$ cat src/rtl/fetch_pkg.sv
// Shared types and constants for the instruction fetch stage.
// Holds the FSM state encoding, the NOP word and the default reset PC.
package fetch_pkg;

  localparam int XLEN_DEFAULT = 32;
  localparam int ILEN_DEFAULT = 32;

  localparam logic [31:0] DEFAULT_RESET_PC = 32'h0000_0000;
  localparam logic [31:0] NOP_INST         = 32'h0000_0013;

  typedef enum logic {
    S_REQ  = 1'b0,
    S_WAIT = 1'b1
  } fetch_state_t;

endpackage

$ cat src/rtl/fetch_pc_gen.sv
// Program counter register: redirect beats sequential advance, and every
// value loaded is forced onto a word boundary.
module fetch_pc_gen
  import fetch_pkg::*;
#(
  parameter int               XLEN     = XLEN_DEFAULT,
  parameter logic [XLEN-1:0]  RESET_PC = XLEN'(DEFAULT_RESET_PC)
) (
  input  logic            clk,
  input  logic            rst_n,
  input  logic            redirect_valid,
  input  logic [XLEN-1:0] redirect_pc,
  input  logic            advance,
  input  logic [XLEN-1:0] advance_pc,
  output logic [XLEN-1:0] pc
);

  localparam logic [XLEN-1:0] ALIGN_MASK = ~XLEN'(3);

  logic [XLEN-1:0] pc_next;

  // A response's pc+4 must never win over a redirect in the same cycle.
  always_comb begin
    pc_next = pc;
    if (redirect_valid) begin
      pc_next = redirect_pc & ALIGN_MASK;
    end else if (advance) begin
      pc_next = advance_pc + XLEN'(4);
    end
  end

  always_ff @(posedge clk) begin
    if (!rst_n) begin
      pc <= RESET_PC & ALIGN_MASK;
    end else begin
      pc <= pc_next;
    end
  end

endmodule

$ cat src/rtl/fetch_unit.sv
// Instruction fetch stage: single-outstanding imem reads, a registered
// instruction/PC pair for decode, and redirect-driven flushing.
module fetch_unit
  import fetch_pkg::*;
#(
  parameter int               XLEN     = XLEN_DEFAULT,
  parameter int               ILEN     = ILEN_DEFAULT,
  parameter logic [XLEN-1:0]  RESET_PC = XLEN'(DEFAULT_RESET_PC)
) (
  input  logic            clk,
  input  logic            rst_n,
  output logic            imem_req_valid,
  input  logic            imem_req_ready,
  output logic [XLEN-1:0] imem_req_addr,
  input  logic            imem_rsp_valid,
  input  logic [ILEN-1:0] imem_rsp_data,
  input  logic            redirect_valid,
  input  logic [XLEN-1:0] redirect_pc,
  input  logic            dec_ready,
  output logic            next_valid,
  output logic [XLEN-1:0] next_pc_reg,
  output logic [ILEN-1:0] next_inst
);

  // Handshakes: a transfer happens on a rising edge where valid && ready;
  // valid never depends on ready, and payload is stable while valid && !ready.

  fetch_state_t    state;
  fetch_state_t    state_next;
  logic            kill;
  logic            kill_next;
  logic            free;
  logic            req_valid_raw;
  logic            req_fire;
  logic            load;
  logic [XLEN-1:0] pc;
  logic [XLEN-1:0] req_pc;

  assign free = !next_valid || dec_ready;

  always_comb begin
    state_next    = state;
    kill_next     = kill;
    req_valid_raw = 1'b0;
    load          = 1'b0;
    case (state)
      S_REQ: begin
        req_valid_raw = free;
        if (req_valid_raw && imem_req_ready) begin
          state_next = S_WAIT;
          // Redirect in the handshake cycle: the old-PC request is already out.
          kill_next  = redirect_valid;
        end
      end
      S_WAIT: begin
        if (imem_rsp_valid) begin
          state_next = S_REQ;
          kill_next  = 1'b0;
          load       = !kill && !redirect_valid;
        end else if (redirect_valid) begin
          kill_next = 1'b1;
        end
      end
      default: begin
        state_next = S_REQ;
      end
    endcase
  end

  assign imem_req_valid = rst_n && req_valid_raw;
  assign imem_req_addr  = pc;
  assign req_fire       = imem_req_valid && imem_req_ready;

  always_ff @(posedge clk) begin
    if (!rst_n) begin
      state  <= S_REQ;
      kill   <= 1'b0;
      req_pc <= '0;
    end else begin
      state <= state_next;
      kill  <= kill_next;
      if (req_fire) begin
        req_pc <= pc;
      end
    end
  end

  // Output register: a redirect flushes, a load fills, a consume empties.
  always_ff @(posedge clk) begin
    if (!rst_n) begin
      next_valid  <= 1'b0;
      next_pc_reg <= '0;
      next_inst   <= ILEN'(NOP_INST);
    end else if (redirect_valid) begin
      next_valid <= 1'b0;
    end else if (load) begin
      next_valid  <= 1'b1;
      next_pc_reg <= req_pc;
      next_inst   <= imem_rsp_data;
    end else if (next_valid && dec_ready) begin
      next_valid <= 1'b0;
    end
  end

  fetch_pc_gen #(
    .XLEN     (XLEN),
    .RESET_PC (RESET_PC)
  ) u_pc_gen (
    .clk            (clk),
    .rst_n          (rst_n),
    .redirect_valid (redirect_valid),
    .redirect_pc    (redirect_pc),
    .advance        (load),
    .advance_pc     (req_pc),
    .pc             (pc)
  );

endmodule

$ cat config.mk
export PLATFORM = sky130hd
export DESIGN_NAME = fetch_unit
export DESIGN_NICKNAME = d
export VERILOG_FILES = /design/src/rtl/fetch_pkg.sv /design/src/rtl/fetch_pc_gen.sv /design/src/rtl/fetch_unit.sv
export SDC_FILE = /design/constraint.sdc
export NUM_CORES = 1
export LEC_CHECK = 0
export ABC_CLOCK_PERIOD_IN_PS = 3900
export BUFFER_PORTS_ARGS = -buffer_cell sky130_fd_sc_hd__buf_4
export CAP_MARGIN = 20
export CORE_MARGIN = 4
export CORE_UTILIZATION = 47
export DETAILED_ROUTE_END_ITERATION = 8
export GPL_TIMING_DRIVEN = 0
export MAX_ROUTING_LAYER = met4
export PLACE_DENSITY_LB_ADDON = 0.25
export SLEW_MARGIN = 30
export SYNTH_ARGS = -nofsm -noshare
export SYNTH_HDL_FRONTEND = slang
export SYNTH_HIERARCHICAL = 1
export SYNTH_SLANG_ARGS = --single-unit
$ cat constraint.sdc
create_clock -name clk -period 3.9 [get_ports clk]
set_clock_uncertainty 0.2 [all_clocks]
set_input_delay 0.39 -clock clk [delete_from_list [all_inputs] [get_ports clk]]
set_output_delay 0.39 -clock clk [all_outputs]
set_load 0.05 [all_outputs]
======== Word-level counts from Yosys, hierarchy flattened ========
Cells that the tools add are included.
word-level totals
  flip-flop bits (word level) ............. 131
  input bits .............................. 70
  output and inout port bits .............. 98
  logic and storage cells ................. 42
cells by class
  $add $sub $neg .......................... 1
  equality and inequality tests ........... 2
  mux-type cells .......................... 14
  bitwise gates (word level) .............. 3
  reduce and logical (&&, ||, !) cells .... 14
operators by type and width
  cell                                                              count
  32-bit 2-to-1 mux                                                 2
  32-bit by 3-bit adder with 32-bit output (second input constant)  1
  1-bit 2-to-1 mux                                                  10
  1-bit logical AND                                                 5
  1-bit case mux with 2 select lines                                2
  2-bit AND reduction                                               2
  2-bit nonzero test                                                2
  1-bit logical NOT                                                 3
  3-bit != test (second input constant)                             1
  1-bit inverter                                                    3
  2-bit != test (second input constant)                             1
  2-bit OR reduction                                                1
  1-bit logical OR                                                  1

======== Logic depth before layout (Yosys ltp) ========
Gate-level depths: netlist of run 1.
  depth in word-level cells ............... 6
  depth in mapped cells ................... 9
  mapped depth without buffers ............ 6

======== By module ========
The synthesis of run 1 kept the hierarchy.
modules (own cells, without submodules)
  module        instances  cells each  area each (µm²)  sequential area each (µm²)
  fetch_unit    1          434         3757.4           1981.9
  fetch_pc_gen  1          266         2075.7           640.6

======== Least setup slack after synthesis of run 1 ========
Ideal clock, no wire load.
  kind .................................... in2reg
  start ................................... input redirect_valid
  end ..................................... register u_pc_gen.pc[19]
  setup time .............................. 79 ps
  data arrival time ....................... 2110 ps
  data required time ...................... 3621 ps
  slack ................................... 1511 ps
  stages .................................. 8
  path buffers ............................ 3
  path through ............................ nand4bb_1 inv_2 buf_2 clkbuf_1 nand3b_1 clkbuf_1 or4_1 o211ai_1
on the way
  longest elaborated chain between the ends .. 5
  elaborated cells between the ends (all ways) .. 6
  those cells by class .................... mux: 3; reduce/logical: 3
ends and longest elaborated chain
  item                          RTL line            RTL
  start: declaration            fetch_unit.sv:17    input logic redirect_valid,
  1-bit logical NOT             fetch_unit.sv:59    load = !kill && !redirect_valid;
  1-bit logical AND             fetch_unit.sv:59
  1-bit 2-to-1 mux              fetch_unit.sv:56    if (imem_rsp_valid) begin
  1-bit 2-to-1 mux              fetch_unit.sv:46    case (state)
  named net load                fetch_unit.sv:35    logic load;
  2-bit nonzero test (no line)  -
  end signal: assignment        fetch_pc_gen.sv:34  pc <= RESET_PC & ALIGN_MASK;
  end signal: assignment        fetch_pc_gen.sv:36  pc <= pc_next;
  end: declaration              fetch_pc_gen.sv:15  output logic [XLEN-1:0] pc
The timed path passes the listed nets, and every way through them passes these cells.
A chain may end at the register's enable or synchronous reset.

======== Worst setup path in the final report of run 1 ========
  start ................................... register state
  end ..................................... register u_pc_gen.pc[25]
on the way
  longest elaborated chain between the ends .. 2
ends and longest elaborated chain
  item                          RTL line          RTL
  start: declaration            fetch_unit.sv:28  fetch_state_t state;
  start signal: assignment      fetch_unit.sv:80  state <= state_next;
  1-bit 2-to-1 mux              fetch_unit.sv:46
  named net load                fetch_unit.sv:35
  2-bit nonzero test (no line)  -
The timed path passes the listed nets, and every way through them passes these cells.

==> flow_summary.ini, run 1 <==
[outcome]
status = completed

[worst_hold_path]
min_to = u_pc_gen/pc[3]$_SDFFE_PN0P_
min_path_cells = 3
hp-start = redirect_pc[3]
min_path_type = input pin to flop

[finish]
drive_gt1_frac = 0.251
finish.utilization = 0.652
synthToLayoutAreaGrowth_pct = 34.8
final_cell_mix = buf_4, nand2_1, dfxtp_1
nets = 957
seqCellArea_sq_mm = 0.00262
diodes = 0
multiInputGateArea_sq_mm = 0.00289
final_common_cell = buf_4
n_fill_cell = 1051

[floorplanning]
core_area_sq_mm = 0.0121
fp.dieArea_sq_mm = 0.0143
rows = 40
die_y_um = 119
fp.dieW_um = 119
start_util = 0.484
io_pins = 168

[global_routing]
grt_pass1_vias = 5621
grt_pass1_wl_mm = 29.3
grt_overflow = 0
antenna_found_initial = 0
grt_use_total = 0.267
grt_start_max_net_pins = 17

[clock_tree]
post_cts_resized = 0
clock_path_buffers = 2
holdBufCountCts = 3
root_buffer = clkbuf_16
clk_pin_slew_ns = 0.06
cts_setup_buffers = 0
clk_latency_ns = 0.42
cts_tree = yes
cts_sinks = 131
cts_buffers = 17
h-tree-depth = 4

[sta]
fin_crit_sh = 0.775
max_freq_mhz = 331
tightestPinTransition_ns = 0.723
setup_viol = 0
rsz0062_at_grt = no
slew_violations = 0
hold_viol = 0
tns_ns = 0
slew_headroom = 0.518
min_period_ns = 3.02

[drt]
vias_per_cell = 5.56
drt_pass1_iterations = 5
drt-initial-drc-count = 487
postRouteAntennaNets = 0
drt_wl_total_mm = 18.8
drc = 0
vias = 5925
wl_per_cell_um = 17.7

[worst_setup_path]
cp_num_cells = 8
r2r_start = state$_SDFF_PN0_
slowest_delay_ns = 0.57
cp_slowest_cell = or4_1
cp_common_cell = clkbuf_1
crit_chain = nand4bb_1, inv_2, buf_2, clkbuf_1, nand3b_1, clkbuf_1, or4_1, o211ai_1
timing.rr.end = u_pc_gen/pc[25]$_SDFFE_PN0P_
crit_buf_inv = 4
cp_data_arrival_time_ns = 3.16
reg2reg_slack_ns = 0.88
required_ns = 4.03
r2r_cells = 8
end_kind = flop
cpLargestDelayFamily = simple AND/OR/NAND/NOR gates
cp-start-kind = flop
path_class = flop to flop
cp_max_fo = 11

[placed_design]
io_buffer_count = 164
place_congestion = 0.914
hpwl_mm = 13.6

[synth]
ys_seq_area_frac = 0.450
synth-async-reset-ratio = 0
syn_inst = 700
ys_warn_count = 6
syn-num-nets = 771
syn_avg_cell_area_sq_um = 8.33
synth_edf_count = 0
ys_seq_elements = 131
synth_area_sq_mm = 0.00583
ys_types = 51
synth_flop_cell = dfxtp_1

[power_and_ir_drop]
cellInternalPower_mw = 2.48
swShare = 0.251
combPwrFrac = 0.117
vdd_drop_max_uv = 233
power_frac_seq = 0.430
p_leak_nw = 3.03
p_sw_mw = 0.832
pwr-share-clk = 0.453
power.density_mw_per_mm2 = 421

[run]
max-cap-violations = 0
worst max-delay path by stage:
stage                                 from                            to  slack [ns]
after global routing      state$_SDFF_PN0_  u_pc_gen/pc[25]$_SDFFE_PN0P_        0.70
after floorplan             redirect_valid  u_pc_gen/pc[19]$_SDFFE_PN0P_        1.51
after global placement      redirect_valid  u_pc_gen/pc[19]$_SDFFE_PN0P_        0.88
after CTS                 state$_SDFF_PN0_  u_pc_gen/pc[25]$_SDFFE_PN0P_        0.95
final                     state$_SDFF_PN0_  u_pc_gen/pc[25]$_SDFFE_PN0P_        0.88
after detailed placement    redirect_valid  u_pc_gen/pc[25]$_SDFFE_PN0P_        0.84
tightest hold or removal path, delay by kind of cell:
family / cells / cell delay (ns)
buf+inv: 1 / 0.08
simple gates: 1 / 0.07
compound gates: 1 / 0.06
power groups by stage:
stage	clock, mW	combinational, mW	sequential (mW)
2_1_floorplan	0	0.141	1.53
6_report	1.50	0.387	1.42
3_5_place_dp	0	0.382	1.45
5_1_grt	1.58	0.411	1.43
4_1_cts	1.52	0.386	1.42
3_3_place_gp	0	0.376	1.45
cell type report:
cell class | instances | area share
plain buffers | 62 | 0.0361
clock buffers | 26 | 0.0648
clock inverters | 4 | 0.00605
inverters | 9 | 0.00430
multi-input cells | 498 | 0.368
flip-flops and latches | 131 | 0.334
well taps | 168 | 0.0267
repair buffers | 167 | 0.160
logic make-up (layout without fill, tap and decap cells):
kind of cell,count (synthesis),in the layout,synth area share
XOR/XNOR,8,8,0.0120
multiplexers,4,4,0.00686
adder cells (fa/ha/maj),1,1,0.00214
buffers and inverters,71,268,0.0545
AO/OA/AOI/OAI,201,201,0.237
flip-flops,131,131,0.450
AND/OR/NAND/NOR,284,284,0.237
metal layers:
layer	wire length, um	global-route usage	vias to the layer above
met2	9000	0.436	274
met3	1500	0.0603	26
met1	7980	0.324	2780
met4	327	0.0959	0
li1	-	-	2845
met5	0	-	-
metrics by stage:
step           power (mW)  instance area, sq um  setup slack (ns)  instances  hold slack (ns)
2_1_floorplan        1.67                  5830              1.51        700            0.240
3_3_place_gp         1.82                  7270             0.876       1032            0.241
5_1_grt              3.42                  7860             0.696       1065           0.0130
6_report             3.31                  7860             0.876       1065           0.0159
4_1_cts              3.33                  7860             0.952       1065          0.00336
3_5_place_dp         1.83                  7270             0.842       1032            0.245
Yosys cell counts, types with 4 or more instances:
cell type / number / share of area
nor2_1: 21 / 0.014
dfxtp_1: 131 / 0.45
a21boi_1: 61 / 0.079
inv_1: 8 / 0.0051
mux2i_1: 4 / 0.0069
nor3b_1: 19 / 0.024
nand3_1: 41 / 0.035
nand2b_1: 5 / 0.0054
o221a_2: 5 / 0.0097
o21ai_0: 34 / 0.029
nor4_1: 7 / 0.0075
buf_2: 17 / 0.015
a21boi_0: 27 / 0.035
or3_1: 4 / 0.0043
clkbuf_1: 36 / 0.023
a21oi_1: 29 / 0.025
buf_4: 6 / 0.0077
nand4_1: 6 / 0.0064
a311o_1: 4 / 0.0069
o22ai_1: 4 / 0.0043
or4_1: 11 / 0.014
o211ai_1: 20 / 0.026
a211o_1: 4 / 0.0060
nand2_1: 148 / 0.095
xnor2_1: 7 / 0.011
No activity file was read; power rests on OpenSTA's default activity.
==> run 2: changes to the inputs <==
- ABC_CLOCK_PERIOD_IN_PS: 3900 -> 2600
- clock period: 3.9 -> 2.6 ns (I/O delays scaled with it)
==> run 2 against run 1 <==
Net effect:
- first-iteration DRC count increased by 1.2%
- routed wire length increased by 6.6%
- utilization increased by 5.0 points
- clock-buffer cell count unchanged
- global-route usage increased by 1.9 points
- critical path type unchanged
- critical endpoint is now u_pc_gen/pc[22]$_SDFFE_PN0P_
==> flow_summary.ini, run 2 (synthesis gave the netlist of run 1 again) <==
[clock_tree]
root_buffer = clkbuf_16
clock_path_buffers = 2
clk_pin_slew_ns = 0.06
cts_sinks = 131
cts_buffers = 17
clk_latency_ns = 0.42
h-tree-depth = 4
cts_tree = yes

[finish]
final_common_cell = buf_4
diodes = 0
n_fill_cell = 928
nets = 1017
seqCellArea_sq_mm = 0.00262
final_cell_mix = buf_4, nand2_1, dfxtp_1
multiInputGateArea_sq_mm = 0.00289
synthToLayoutAreaGrowth_pct = 45.2
finish.utilization = 0.702
drive_gt1_frac = 0.237

[global_routing]
grt_start_max_net_pins = 21
antenna_found_initial = 0
grt_pass1_vias = 6019
grt_overflow = 0
grt_use_total = 0.286
grt_pass1_wl_mm = 31.4

[worst_setup_path]
cpLargestDelayFamily = simple AND/OR/NAND/NOR gates
reg2reg_slack_ns = 0.15
crit_start = req_pc[3]$_SDFFE_PN0P_
required_ns = 2.73
cp_max_fo = 10
crit_chain = ha_1, nand3_1, or4_4, buf_2, or4_1, o211ai_1
cp_data_arrival_time_ns = 2.58
cp_num_cells = 6
r2r_cells = 6
path_class = flop to flop
r2r_start = req_pc[3]$_SDFFE_PN0P_
end_kind = flop
cp-start-kind = flop
cp_slowest_cell = or4_4
slowest_delay_ns = 0.48
endpoint = u_pc_gen/pc[22]$_SDFFE_PN0P_
crit_buf_inv = 1
timing.rr.end = u_pc_gen/pc[22]$_SDFFE_PN0P_

[floorplanning]
start_util = 0.484
rows = 40
fp.dieArea_sq_mm = 0.0143
core_area_sq_mm = 0.0121
die_y_um = 119
fp.dieW_um = 119
io_pins = 168

[power_and_ir_drop]
power_frac_seq = 0.424
cellInternalPower_mw = 3.78
p_leak_nw = 3.29
power.density_mw_per_mm2 = 595
pwr-share-clk = 0.446
p_sw_mw = 1.26
vdd_drop_max_uv = 353
p_total_mw = 5.04
combPwrFrac = 0.131
swShare = 0.250

[drt]
drt-initial-drc-count = 493
drt_pass1_iterations = 5
vias = 6235
postRouteAntennaNets = 0
wl_per_cell_um = 17.8
vias_per_cell = 5.54
drc = 0
drt_wl_total_mm = 20.0

[placed_design]
hpwl_mm = 13.6
io_buffer_count = 164
place_congestion = 0.914
place_ws_ns = -0.328

[sta]
rsz0062_at_grt = no
tightestPinTransition_ns = 0.691
tns_ns = 0
hold_viol = 0
setup_viol = 0
slew_violations = 0
fin_crit_sh = 0.943
whs_ns = 0.0593
min_period_ns = 2.45
slew_headroom = 0.539
worst_slack_ns = 0.148
max_freq_mhz = 408

[outcome]
status = completed

[worst_hold_path]
min_path_type = input pin to flop

[run]
max-cap-violations = 0
[run 2: layer usage]
| metal | GRT usage | part of all wire | up-vias |
|---|---|---|---|
| met1 | 0.336 | 0.40 | 2941 |
| met5 | - | 0 | - |
| met4 | 0.107 | 0.019 | 0 |
| li1 | - | - | 2968 |
| met2 | 0.475 | 0.50 | 297 |
| met3 | 0.0693 | 0.081 | 29 |
[run 2: worst min path at each step]
stage,endpoint,cells after the start,slack [ns],from
after floorplan,next_inst[0]$_SDFFE_PN1P_,2,0.18,imem_rsp_data[0]
after global placement,next_inst[18]$_SDFFE_PN0P_,2,0.24,next_inst[18]$_SDFFE_PN0P_
after detailed placement,next_inst[24]$_SDFFE_PN0P_,2,0.25,next_inst[24]$_SDFFE_PN0P_
after CTS,kill$_SDFFE_PN0P_,3,0.05,rst_n
after global routing,kill$_SDFFE_PN0P_,3,0.06,rst_n
final,kill$_SDFFE_PN0P_,3,0.06,rst_n
[run 2: what timing repair did]
| item | CTS | global route |
|---|---|---|
| hold buffers | 63 | 0 |
| buffers inserted | 1 | 0 |
| endpoints found under the hold margin | 64 | 0 |
| gates resized for setup | 0 | 3 |
| endpoints found under the setup margin | 16 | 10 |
[run 2: final cells by class]
| type | instances | share of cell area |
|---|---|---|
| sequential | 131 | 0.310 |
| tap | 168 | 0.0248 |
| timing repair buffer | 228 | 0.221 |
| clock buffer | 26 | 0.0601 |
| inverter | 9 | 0.00399 |
| clock inverter | 4 | 0.00561 |
| buffer | 61 | 0.0335 |
| multi-input combinational | 498 | 0.342 |
[run 2: power by group through the flow]
stage	Clock, mW	Combinational, mW	Sequential [mW]
final	2.25	0.659	2.14
after global routing	2.37	0.700	2.14
after CTS	2.28	0.651	2.13
after detailed placement	0	0.573	2.18
after global placement	0	0.564	2.17
after floorplan	0	0.211	2.30
[run 2: worst register-to-register path, cell delays in order (launching register included)]
cell and delay (ns):
dfxtp_1 0.46, ha_1 0.25, nand3_1 0.16, or4_4 0.48, buf_2 0.22, or4_1 0.48, o211ai_1 0.12
[run 2: stage by stage]
stage	instance area, sq um	cells
after floorplan	5830	700
after global placement	7270	1032
after detailed placement	7270	1032
after CTS	8470	1125
after global routing	8470	1125
final	8470	1125
